`src/rtl/gaussian_array.sv`:
```
// Multi-lane CLT Gaussian generator: per-lane Fibonacci LFSRs are summed over 2^LOG2_NSUM
// steps, averaged, scaled and offset, then presented together behind one valid/ready register.
module gaussian_array #(
    parameter int unsigned NCH             = 2,
    parameter int unsigned DATA_WIDTH      = 32,
    parameter int unsigned FRACTIONAL_BITS = 24,
    parameter int unsigned LOG2_NSUM       = 2,
    parameter int unsigned SHIFTAMT        = 7,
    parameter logic [DATA_WIDTH-1:0]    OFFSET      = 32'hFFFD_F3B7,
    parameter logic [FRACTIONAL_BITS:0] SEED_STRIDE = 25'h13_579B
) (
    input  logic                      Clk,
    input  logic                      Reset,
    input  logic                      Enable,
    input  logic                      load_seed,
    input  logic [FRACTIONAL_BITS:0]  seed,
    input  logic                      out_ready,
    output logic                      out_valid,
    output logic [NCH*DATA_WIDTH-1:0] randnum,
    output logic [15:0]               sample_count
);

    localparam int unsigned W    = FRACTIONAL_BITS + 1;
    localparam int unsigned AW   = W + LOG2_NSUM;
    localparam int unsigned NSUM = 1 << LOG2_NSUM;
    localparam int unsigned CW   = (LOG2_NSUM > 0) ? LOG2_NSUM : 1;
    localparam logic [CW-1:0] CNT_LAST = CW'(NSUM - 1);

    logic [W-1:0]              lfsr_q [NCH];
    logic [W-1:0]              lfsr_d [NCH];
    logic [AW-1:0]             acc_q  [NCH];
    logic [AW-1:0]             acc_d  [NCH];
    logic [CW-1:0]             cnt_q, cnt_d;
    logic                      out_valid_q, out_valid_d;
    logic [NCH*DATA_WIDTH-1:0] randnum_q, randnum_d;
    logic [15:0]               count_q, count_d;

    logic [W-1:0]              lane_seed_c [NCH];
    logic [W-1:0]              step_c      [NCH];
    logic [AW-1:0]             sum_c       [NCH];
    logic [DATA_WIDTH-1:0]     result_c    [NCH];
    logic                      last_c, stall_c, advance_c, xfer_c;

    // Per-lane seed, LFSR successor and the result a batch would produce if it closed now.
    always_comb begin
        for (int unsigned c = 0; c < NCH; c++) begin
            lane_seed_c[c] = seed + W'(c) * SEED_STRIDE;
            if (lane_seed_c[c] == '0) begin
                lane_seed_c[c] = W'(1);
            end
            step_c[c]   = {lfsr_q[c][W-2:0], lfsr_q[c][W-1] ^ lfsr_q[c][W-4]};
            sum_c[c]    = acc_q[c] + AW'(lfsr_q[c]);
            result_c[c] = DATA_WIDTH'((sum_c[c] >> LOG2_NSUM) >> SHIFTAMT) + OFFSET;
        end
    end

    // Generation stalls only when a batch is ready to close but the output slot is still occupied.
    assign last_c    = (cnt_q == CNT_LAST);
    assign stall_c   = last_c && Enable && out_valid_q && !out_ready;
    assign advance_c = Enable && !stall_c;
    assign xfer_c    = out_valid_q && out_ready;

    always_comb begin
        lfsr_d      = lfsr_q;
        acc_d       = acc_q;
        cnt_d       = cnt_q;
        out_valid_d = out_valid_q;
        randnum_d   = randnum_q;
        count_d     = count_q;
        if (load_seed) begin
            for (int unsigned c = 0; c < NCH; c++) begin
                lfsr_d[c] = lane_seed_c[c];
                acc_d[c]  = '0;
            end
            cnt_d = '0;
        end else begin
            if (xfer_c) begin
                count_d     = count_q + 16'd1;
                out_valid_d = 1'b0;
            end
            if (advance_c) begin
                for (int unsigned c = 0; c < NCH; c++) begin
                    lfsr_d[c] = step_c[c];
                    acc_d[c]  = last_c ? '0 : sum_c[c];
                    if (last_c) begin
                        randnum_d[c*DATA_WIDTH +: DATA_WIDTH] = result_c[c];
                    end
                end
                cnt_d = last_c ? '0 : cnt_q + CW'(1);
                if (last_c) begin
                    out_valid_d = 1'b1;
                end
            end
        end
    end

    always_ff @(posedge Clk) begin
        if (Reset) begin
            for (int unsigned c = 0; c < NCH; c++) begin
                lfsr_q[c] <= lane_seed_c[c];
                acc_q[c]  <= '0;
            end
            cnt_q       <= '0;
            out_valid_q <= 1'b0;
            randnum_q   <= '0;
            count_q     <= '0;
        end else begin
            for (int unsigned c = 0; c < NCH; c++) begin
                lfsr_q[c] <= lfsr_d[c];
                acc_q[c]  <= acc_d[c];
            end
            cnt_q       <= cnt_d;
            out_valid_q <= out_valid_d;
            randnum_q   <= randnum_d;
            count_q     <= count_d;
        end
    end

    assign out_valid    = out_valid_q;
    assign randnum      = randnum_q;
    assign sample_count = count_q;

endmodule

```
`config.mk`:
```
export PLATFORM = sky130hd
export DESIGN_NAME = gaussian_array
export DESIGN_NICKNAME = d
export VERILOG_FILES = /design/src/rtl/gaussian_array.sv
export SDC_FILE = /design/constraint.sdc
export NUM_CORES = 1
export LEC_CHECK = 0
export ABC_AREA = 1
export BUFFER_PORTS_ARGS = -buffer_cell sky130_fd_sc_hd__buf_2
export CORE_ASPECT_RATIO = 1.2
export CORE_MARGIN = 8
export CORE_UTILIZATION = 60
export CTS_BUF_LIST = sky130_fd_sc_hd__clkbuf_4 sky130_fd_sc_hd__clkbuf_8 sky130_fd_sc_hd__clkbuf_16
export CTS_CLUSTER_SIZE = 10
export DETAILED_ROUTE_END_ITERATION = 8
export PLACE_DENSITY_LB_ADDON = 0.1
export SLEW_MARGIN = 20
export SYNTH_ARGS = -nofsm -noshare
export SYNTH_HDL_FRONTEND = slang
export SYNTH_SLANG_ARGS = --single-unit
```
`constraint.sdc`:
```
create_clock -name Clk -period 5.9 [get_ports Clk]
set_input_delay 0.59 -clock Clk [delete_from_list [all_inputs] [get_ports Clk]]
set_output_delay 0.59 -clock Clk [all_outputs]
set_load 0.05 [all_outputs]
```
-- Yosys cells after proc, flatten, opt, wreduce, memory -nomap -nowiden
Index checks and enable logic that the tools add are counted.
- register bits after elaboration: 187
- input bits: 30
- output and inout port bits: 81
- logic and storage cells: 43
- add/sub/neg operators: 7
- eq/ne operators: 1
- muxes and demuxes: 11
- bitwise operators: 3
- reductions and logical operators: 13
- operator list (kind ; count):
    $mux 50 ; 3
    $add 27x25->27 ; 2
    $mux 27 ; 2
    $logic_not 25->1 ; 2
    $mux 25 ; 2
    $add 19x19->20 const B ; 2
    $add 25x21->25 const B ; 1
    $add 16x1->16 const B ; 1
    $logic_and 1x1->1 ; 5
    $mux 1 ; 3
    $reduce_and 3->1 ; 1
    $reduce_bool 3->1 ; 1
    $add 2x1->2 const B ; 1
    $eq 2x2->1 const B ; 1
    $logic_not 1->1 ; 2
    $mux 2 ; 1
    $reduce_and 2->1 ; 1
    $reduce_or 2->1 ; 1
    $xor 1x1->1 ; 2
    $not 1->1 ; 1

-- Logic depth before layout (Yosys ltp)
Gate-level depths: netlist of the first run.
- depth after elaboration: 9
- gate-level depth with buffers: 21
- depth with buffers taken out: 21

-- Worst setup path after synthesis of the first run
OpenSTA, ideal clock, no wires.
- path type: input to register
- start point: input port Reset
- end point: register lfsr_q[0] (netlist bit), enable pin
- setup time: 601 ps
- arrival: 2276 ps
- data required time: 5299 ps
- path slack: 3023 ps
- stages: 4
- buffers on the path: 2
- cell sequence: clkbuf_1 > nor2_1 > clkbuf_1 > nand2_1
- word-level cells in the longest chain between the ends: 1
- ends and longest elaborated chain (element ; line ; source):
    start, declared ; 13 ; input logic Reset,
    $reduce_bool 3->1 (no source line) ; -- ;
    end signal, assigned by index ; 100 ; lfsr_q[c] <= lane_seed_c[c];
    end signal, assigned by index ; 109 ; lfsr_q[c] <= lfsr_d[c];
    end, declared ; 29 ; logic [W-1:0] lfsr_q [NCH];
Every way passes these cells.
A chain may end at the register's enable or synchronous reset.

-- Worst setup path after layout of the first run
- start point: input port Reset
- end point: register acc_q[37] (netlist bit)
- word-level cells in the longest chain between the ends: 1
- ends and longest elaborated chain (element ; line ; source):
    $reduce_or 2->1 (no source line) ; -- ;
    end signal, assigned by index ; 110 ; acc_q[c] <= acc_d[c];
    end, declared ; 31 ; logic [AW-1:0] acc_q [NCH];
Every way passes these cells.

==> flow_summary_export.csv, run 1 <==
group,metric,value,unit
floorplanning,die_x,143,um
timing,setup_tns,0,ns
critical_path,path_depth,6,
logic_synthesis,syn_inst,1756,
timing,rsz0062_at_grt,"false",
logic_synthesis,synth_top_area_cell,"dfxtp_1",
critical_path,worst_ep_required_time,6.24,ns
power_and_ir_drop,intPower,2.04,mW
critical_path,path_max_fanout,32,
logic_synthesis,synthTopCellsByArea,"dfxtp_1 (19%), nand2_1 (16%), edfxtp_1 (13%)",
logic_synthesis,synthAdderAreaFrac,6.38,%
clock_tree,clock_sinks,163,
cells_and_area,final_cell_area,0.0128,mm2
logic_synthesis,synth_top_area_share,19.5,%
place,gp_congestion,0.970,
floorplanning,initial_core_util,61.4,%
cells_and_area,drive_gt1_share,13.1,%
clock_tree,post_cts_buffers,0,
timing,slew_headroom,34.2,%
global_routing,antenna_found_initial,1,
power_and_ir_drop,power.density,250,mW/mm2
global_routing,grt_usage,27.0,%
critical_path,crit_slowest_cell,"nor2_2",
floorplanning,die_h,168,um
place,port_buffers,110,
place,place_area,0.0122,mm2
logic_synthesis,synthSimpleGateAreaFrac,34.0,%
clock_tree,cts_hold_buf,0,
global_routing,grt_max_degree,104,
logic_synthesis,ys_types,46,
timing,finalCritPeriodShare,59.9,%
logic_synthesis,ys.warnings.count,0,
logic_synthesis,synthArstFlopShare,0,%
critical_path,cp_top_family,"simple AND/OR/NAND/NOR gates",
power_and_ir_drop,p_sw_share,36.0,%
critical_path,cp_cell_sequence,"buf_2 > nor2_4 > inv_2 > nor2_2 > inv_1 > o21ai_0",
floorplanning,rows,55,
cells_and_area,syn_to_final_growth,10.1,%
cells_and_area,layout_commonest_cell,"nand2_1",
floorplanning,dieArea,0.0241,mm2
clock_tree,cts_tree,"done",
critical_path,critPathLaunchType,"input port",
cells_and_area,layout.nets,1912,
power_and_ir_drop,power_leakage,6.41,nW
timing,hold_slack,0.465,ns
place,dp_hpwl,25500,um
outcome,run_status,"complete, no violations",
timing,final.min_clock_period,3.54,ns
critical_path,critical_path_class,"input port to flop",
clock_tree,clock_latency,0.44,ns
timing,hold_viol,0,
cells_and_area,num-fill-cells,1782,
clock_tree,cts_buffers,17,
clock_tree,cts.clk_slew.worst_paths,0.07,ns
critical_path,slowest_delay,0.80,ns
cells_and_area,ff_latch_area,0.00376,mm2
global_routing,grt_pass1_vias,10500,
detailed_routing,wl,32400,um
global_routing,overflow,0,
timing,drv_slew,0,
logic_synthesis,synth_mux_area_share,0,%
detailed_routing,vias_per_cell,5.45,
clock_tree,clock_path_buffers,2,
critical_path,crit_start,"Reset",
logic_synthesis,synth_edf_count,50,
cells_and_area,layout_common_cells,"nand2_1 (506), inv_1 (241), o21ai_0 (139), nand3_1 (133), nor2_1 (127)",
critical_path,end_kind,"flop",
logic_synthesis,syn_area,0.0116,mm2
logic_synthesis,synth_ff_type,"dfxtp_1",
logic_synthesis,ys_seq_area_share,32.4,%
power_and_ir_drop,power_frac_seq,40.1,%
power_and_ir_drop,power_frac_comb,25.3,%
detailed_routing,vias,11400,
timing,fmax,0.283,GHz
detailed_routing,ant_nets,0,
critical_path,r2r_cells,8,
detailed_routing,wire_per_inst,15.5,um
power_and_ir_drop,p_sw,1.15,mW
logic_synthesis,synth.avg_cell_area,6.61,um2
run,maxCapViolations,0,
logic_synthesis,synth-compound-area-share,13.7,%
floorplanning,coreArea,0.0189,mm2
cells_and_area,multi_input_area,0.00658,mm2
logic_synthesis,ys_ff_latch,163,
power_and_ir_drop,power,3.19,mW
critical_path,reg2reg_from,"cnt_q[0]$_SDFFE_PP0P_",
clock_tree,cts-resized-gates,0,
timing,worst_pin_slew,0.986,ns
timing,fin_skew,0.0132,ns
detailed_routing,drt_first_pass_iters,6,
detailed_routing,drc,0,
logic_synthesis,synth_xor_area_share,2.41,%
detailed_routing,drt_iter0_drc,1023,
timing,setup_violations,0,
hold_path,hp-class,"input port to flop",
clock_tree,cts-root-buf,"clkbuf_16",
critical_path,path_buf_inv,3,
cells_and_area,insertedDiodeCount,0,
floorplanning,pin_count,111,
hold_path,hold_depth,2,
clock_tree,h-tree-depth,4,
logic_synthesis,synth_nets,1844,
logic_synthesis,synth_top_family_by_area,"simple AND/OR/NAND/NOR gates",
power_and_ir_drop,irDropWorstVdd,0.215,mV
power_and_ir_drop,clkPwrFrac,34.6,%
global_routing,grt_pass1_wl,52100,um
hold_path,min_from,"Reset",
critical_path,crit_arrival,3.87,ns
## kinds of logic after synthesis
group           count (synthesis)
xor+xnor                       32
simple gates                  899
fa+ha+maj                      58
compound gates                285
buf+inv                       319
flops                         163
## flip-flops by register name, indices dropped and copies added (netlist names)
register / flops
acc_q: 54
cnt_q: 2
lfsr_q: 50
out_valid: 1
randnum: 40
sample_count: 16
## power groups by stage
stage                     logic [mW]  clock network, mW  registers (mW)
after floorplan                0.605                  0            1.28
after global placement         0.780                  0            1.30
after detailed placement       0.794                  0            1.30
after CTS                      0.798               1.11            1.28
after global routing           0.908               1.16            1.28
final                          0.807               1.11            1.28
## final timing paths
path / endpoint / slack [ns]
worst min-delay path: randnum[11]$_SDFFE_PP0P_ / 0.47
worst min register to register: cnt_q[1]$_SDFFE_PP0P_ / 0.47
worst max register to register: acc_q[37]$_SDFFE_PP0P_ / 2.80
worst max-delay path: acc_q[37]$_SDFFE_PP0P_ / 2.36
## Yosys cell counts, drive strengths merged (6+ instances only)
master,n
o21bai,17
a21oi,96
buf,32
nand3b,8
o21ai,143
clkbuf,33
nor3,28
nand3,146
dfxtp,113
o21a,6
nor2,139
inv,252
xor2,27
a32o,7
nand2,551
o211ai,6
ha,56
edfxtp,50
nand4,18
## per-layer routing
layer  GRT usage (%)  wire (um)  vias to the layer above
li1                -          -                     5806
met1            33.8      14200                     5155
met2            45.7      15300                      373
met3            4.22       2080                       68
met4            10.0        840                        2
met5               0         13                        -
## area by class of cell
| class | instances | share of cell area, % |
|---|---|---|
| clock buffer | 17 | 3.33 |
| clock inverter | 15 | 1.28 |
| inverter | 254 | 7.46 |
| multi-input combinational | 1274 | 51.4 |
| sequential | 163 | 29.4 |
| tap | 256 | 2.51 |
| timing repair buffer | 114 | 4.54 |
## stage by stage
stage / instances / util (%) / setup slack [ns]
3_3_place_gp: 2061 / 64.4 / 2.10
3_5_place_dp: 2061 / 64.4 / 1.96
6_report: 2093 / 67.6 / 2.36
4_1_cts: 2093 / 67.5 / 2.41
2_1_floorplan: 1756 / - / 3.02
5_1_grt: 2093 / 67.6 / 2.15
Note: power is estimated with default switching activity, not from simulation.
==> run 2, diff against run 1 <==
--- a/config.mk
+++ b/config.mk
@@ -9,7 +9,7 @@
 export BUFFER_PORTS_ARGS = -buffer_cell sky130_fd_sc_hd__buf_2
 export CORE_ASPECT_RATIO = 1.2
 export CORE_MARGIN = 8
-export CORE_UTILIZATION = 60
+export CORE_UTILIZATION = 55
 export CTS_BUF_LIST = sky130_fd_sc_hd__clkbuf_4 sky130_fd_sc_hd__clkbuf_8 sky130_fd_sc_hd__clkbuf_16
 export CTS_CLUSTER_SIZE = 10
 export DETAILED_ROUTE_END_ITERATION = 8
==> constraint.sdc (replaced) <==
create_clock -name Clk -period 3.2 [get_ports Clk]
set_input_delay 0.32 -clock Clk [delete_from_list [all_inputs] [get_ports Clk]]
set_output_delay 0.32 -clock Clk [all_outputs]
set_load 0.05 [all_outputs]
==> flow_summary_export.csv, run 2 (synthesis results as in run 1) <==
group,metric,value,unit
critical_path,reg2reg_to,"randnum[14]$_SDFFE_PP0P_",
cells_and_area,layout_commonest_cell,"nand2_1",
floorplanning,initial_core_util,55.7,%
clock_tree,post_cts_buffers,0,
place,port_buffers,110,
cells_and_area,layout_common_cells,"nand2_1 (506), inv_1 (240), o21ai_0 (139), nand3_1 (133), nor2_1 (127)",
global_routing,grt_max_degree,74,
clock_tree,clock_latency,0.44,ns
cells_and_area,num-fill-cells,2046,
timing,hold_viol,0,
run,maxCapViolations,0,
place,place_area,0.0122,mm2
critical_path,crit_start,"lfsr_q[25]$_DFFE_PP_",
timing,fin_skew,0.0157,ns
power_and_ir_drop,power,5.85,mW
critical_path,crit_path_end,"randnum[14]$_SDFFE_PP0P_",
power_and_ir_drop,irDropWorstVdd,0.446,mV
detailed_routing,wl,32700,um
clock_tree,cts-resized-gates,0,
detailed_routing,drt_first_pass_iters,5,
clock_tree,cts.clk_slew.worst_paths,0.07,ns
hold_path,hp-class,"input port to flop",
detailed_routing,drt_iter0_drc,814,
critical_path,cp_top_family,"simple AND/OR/NAND/NOR gates",
critical_path,r2r_cells,21,
cells_and_area,largest_register,"acc_q",
critical_path,worst_ep_required_time,3.54,ns
detailed_routing,top_layer,"met4",
global_routing,grt_pass1_vias,10700,
critical_path,crit_slowest_cell,"fa_1",
critical_path,reg2reg_from,"lfsr_q[25]$_DFFE_PP_",
timing,worst_pin_slew,0.779,ns
timing,finalCritPeriodShare,90.0,%
outcome,run_status,"complete, no violations",
critical_path,critical_path_class,"flop to flop",
critical_path,slowest_delay,0.41,ns
critical_path,path_buf_inv,4,
floorplanning,pin_count,111,
cells_and_area,utilization,61.5,%
clock_tree,cts_tree,"done",
clock_tree,clock_path_buffers,2,
critical_path,critPathLaunchType,"flop",
detailed_routing,drc,0,
timing,hold_slack,0.193,ns
clock_tree,h-tree-depth,4,
cells_and_area,final_cell_area,0.0128,mm2
detailed_routing,met1Wirelength,14700,um
critical_path,path_max_fanout,6,
place,gp_congestion,0.939,
floorplanning,rows,58,
critical_path,crit_arrival,3.22,ns
cells_and_area,drive_gt1_share,13.3,%
detailed_routing,vias_per_cell,5.40,
detailed_routing,wl_met2,15000,um
clock_tree,cts_buffers,17,
cells_and_area,layout.nets,1915,
cells_and_area,syn_to_final_growth,10.3,%
place,dp_hpwl,25600,um
global_routing,grt_usage,25.3,%
detailed_routing,vias,11400,
floorplanning,die_h,175,um
clock_tree,clock_sinks,163,
floorplanning,coreArea,0.0208,mm2
global_routing,overflow,0,
floorplanning,dieArea,0.0260,mm2
power_and_ir_drop,power.density,457,mW/mm2
global_routing,grt_pass1_wl,53700,um
global_routing,antenna_found_initial,0,
timing,slew_headroom,48.1,%
detailed_routing,met3_wirelength,2040,um
detailed_routing,ant_nets,0,
critical_path,end_kind,"flop",
timing,final.min_clock_period,2.88,ns
critical_path,path_depth,21,
timing,drv_slew,0,
floorplanning,die_x,149,um
timing,setup_tns,0,ns
critical_path,r2r_slack,0.32,ns
critical_path,crit_top_cell,"nand2_1",
timing,fmax,0.347,GHz
detailed_routing,wire_per_inst,15.5,um
critical_path,cp_cell_sequence,"ha_1 > inv_1 > fa_1 > inv_1 > nand3_1 > nand2_1 > nand3_1 > nand3_1 > nand2_1 > nand2_1 > inv_1 > nand2_1 > nand2_2 > nand2_2 > nand2_2 > nand2_4 > nand2_1 > nand2_1 > nand3_1 > nand2_1 > inv_1",
timing,setup_violations,0,
clock_tree,cts_hold_buf,0,
cells_and_area,largest_reg_flops,54,
clock_tree,cts-root-buf,"clkbuf_16",
timing,rsz0062_at_grt,"false",
power_and_ir_drop,power_leakage,6.42,nW
cells_and_area,insertedDiodeCount,0,
==> run 2: changes by cell type in the layout (fill, tap and decap cells not counted), sizes merged <==
cell / delta
inv: +1
clkinvlp: +1
buf: +3
clkinv: -2
==> run 2: cell type report <==
cell class | count | area [um2] | area share [%]
multi-input combinational | 1274 | 6570 | 51.3
sequential | 163 | 3760 | 29.4
inverter | 254 | 953 | 7.44
timing repair buffer | 117 | 616 | 4.81
clock buffer | 17 | 425 | 3.32
tap | 270 | 338 | 2.64
clock inverter | 15 | 141 | 1.10
==> run 2: through the flow <==
stage          instances  setup slack, ns
2_1_floorplan       1756            0.473
3_3_place_gp        2078            0.362
3_5_place_dp        2078            0.363
4_1_cts             2110            0.329
5_1_grt             2110           0.0263
6_report            2110            0.319
==> run 2: worst min-delay path by stage <==
stage | start | end | slack, ns | cells past startpoint
3_3_place_gp | cnt_q[1]$_SDFFE_PP0P_ | cnt_q[1]$_SDFFE_PP0P_ | 0.45 | 2
4_1_cts | Enable | cnt_q[1]$_SDFFE_PP0P_ | 0.19 | 3
5_1_grt | Enable | cnt_q[1]$_SDFFE_PP0P_ | 0.21 | 3
2_1_floorplan | cnt_q[1]$_SDFFE_PP0P_ | cnt_q[1]$_SDFFE_PP0P_ | 0.44 | 2
3_5_place_dp | acc_q[31]$_SDFFE_PP0P_ | acc_q[31]$_SDFFE_PP0P_ | 0.46 | 2
6_report | Enable | cnt_q[1]$_SDFFE_PP0P_ | 0.19 | 3
==> run 2: tightest hold or removal path, delay by kind of cell <==
family	cells	cell delay (ns)
AO/OA/AOI/OAI	1	0.06
buffers and inverters	1	0.12
AND/OR/NAND/NOR	1	0.08
==> run 2: power breakdown <==
part / leakage (nW) / internal [mW] / switching, mW
Combinational: 4.70 / 0.461 / 1.03
Sequential: 1.44 / 2.26 / 0.0892
Clock: 0.275 / 1.03 / 0.982
==> run 2: routing by layer <==
layer	vias up	GRT usage (%)
met4	0	9.66
met2	367	41.9
met1	5152	32.5
met3	59	3.93
met5	-	0
li1	5826	-
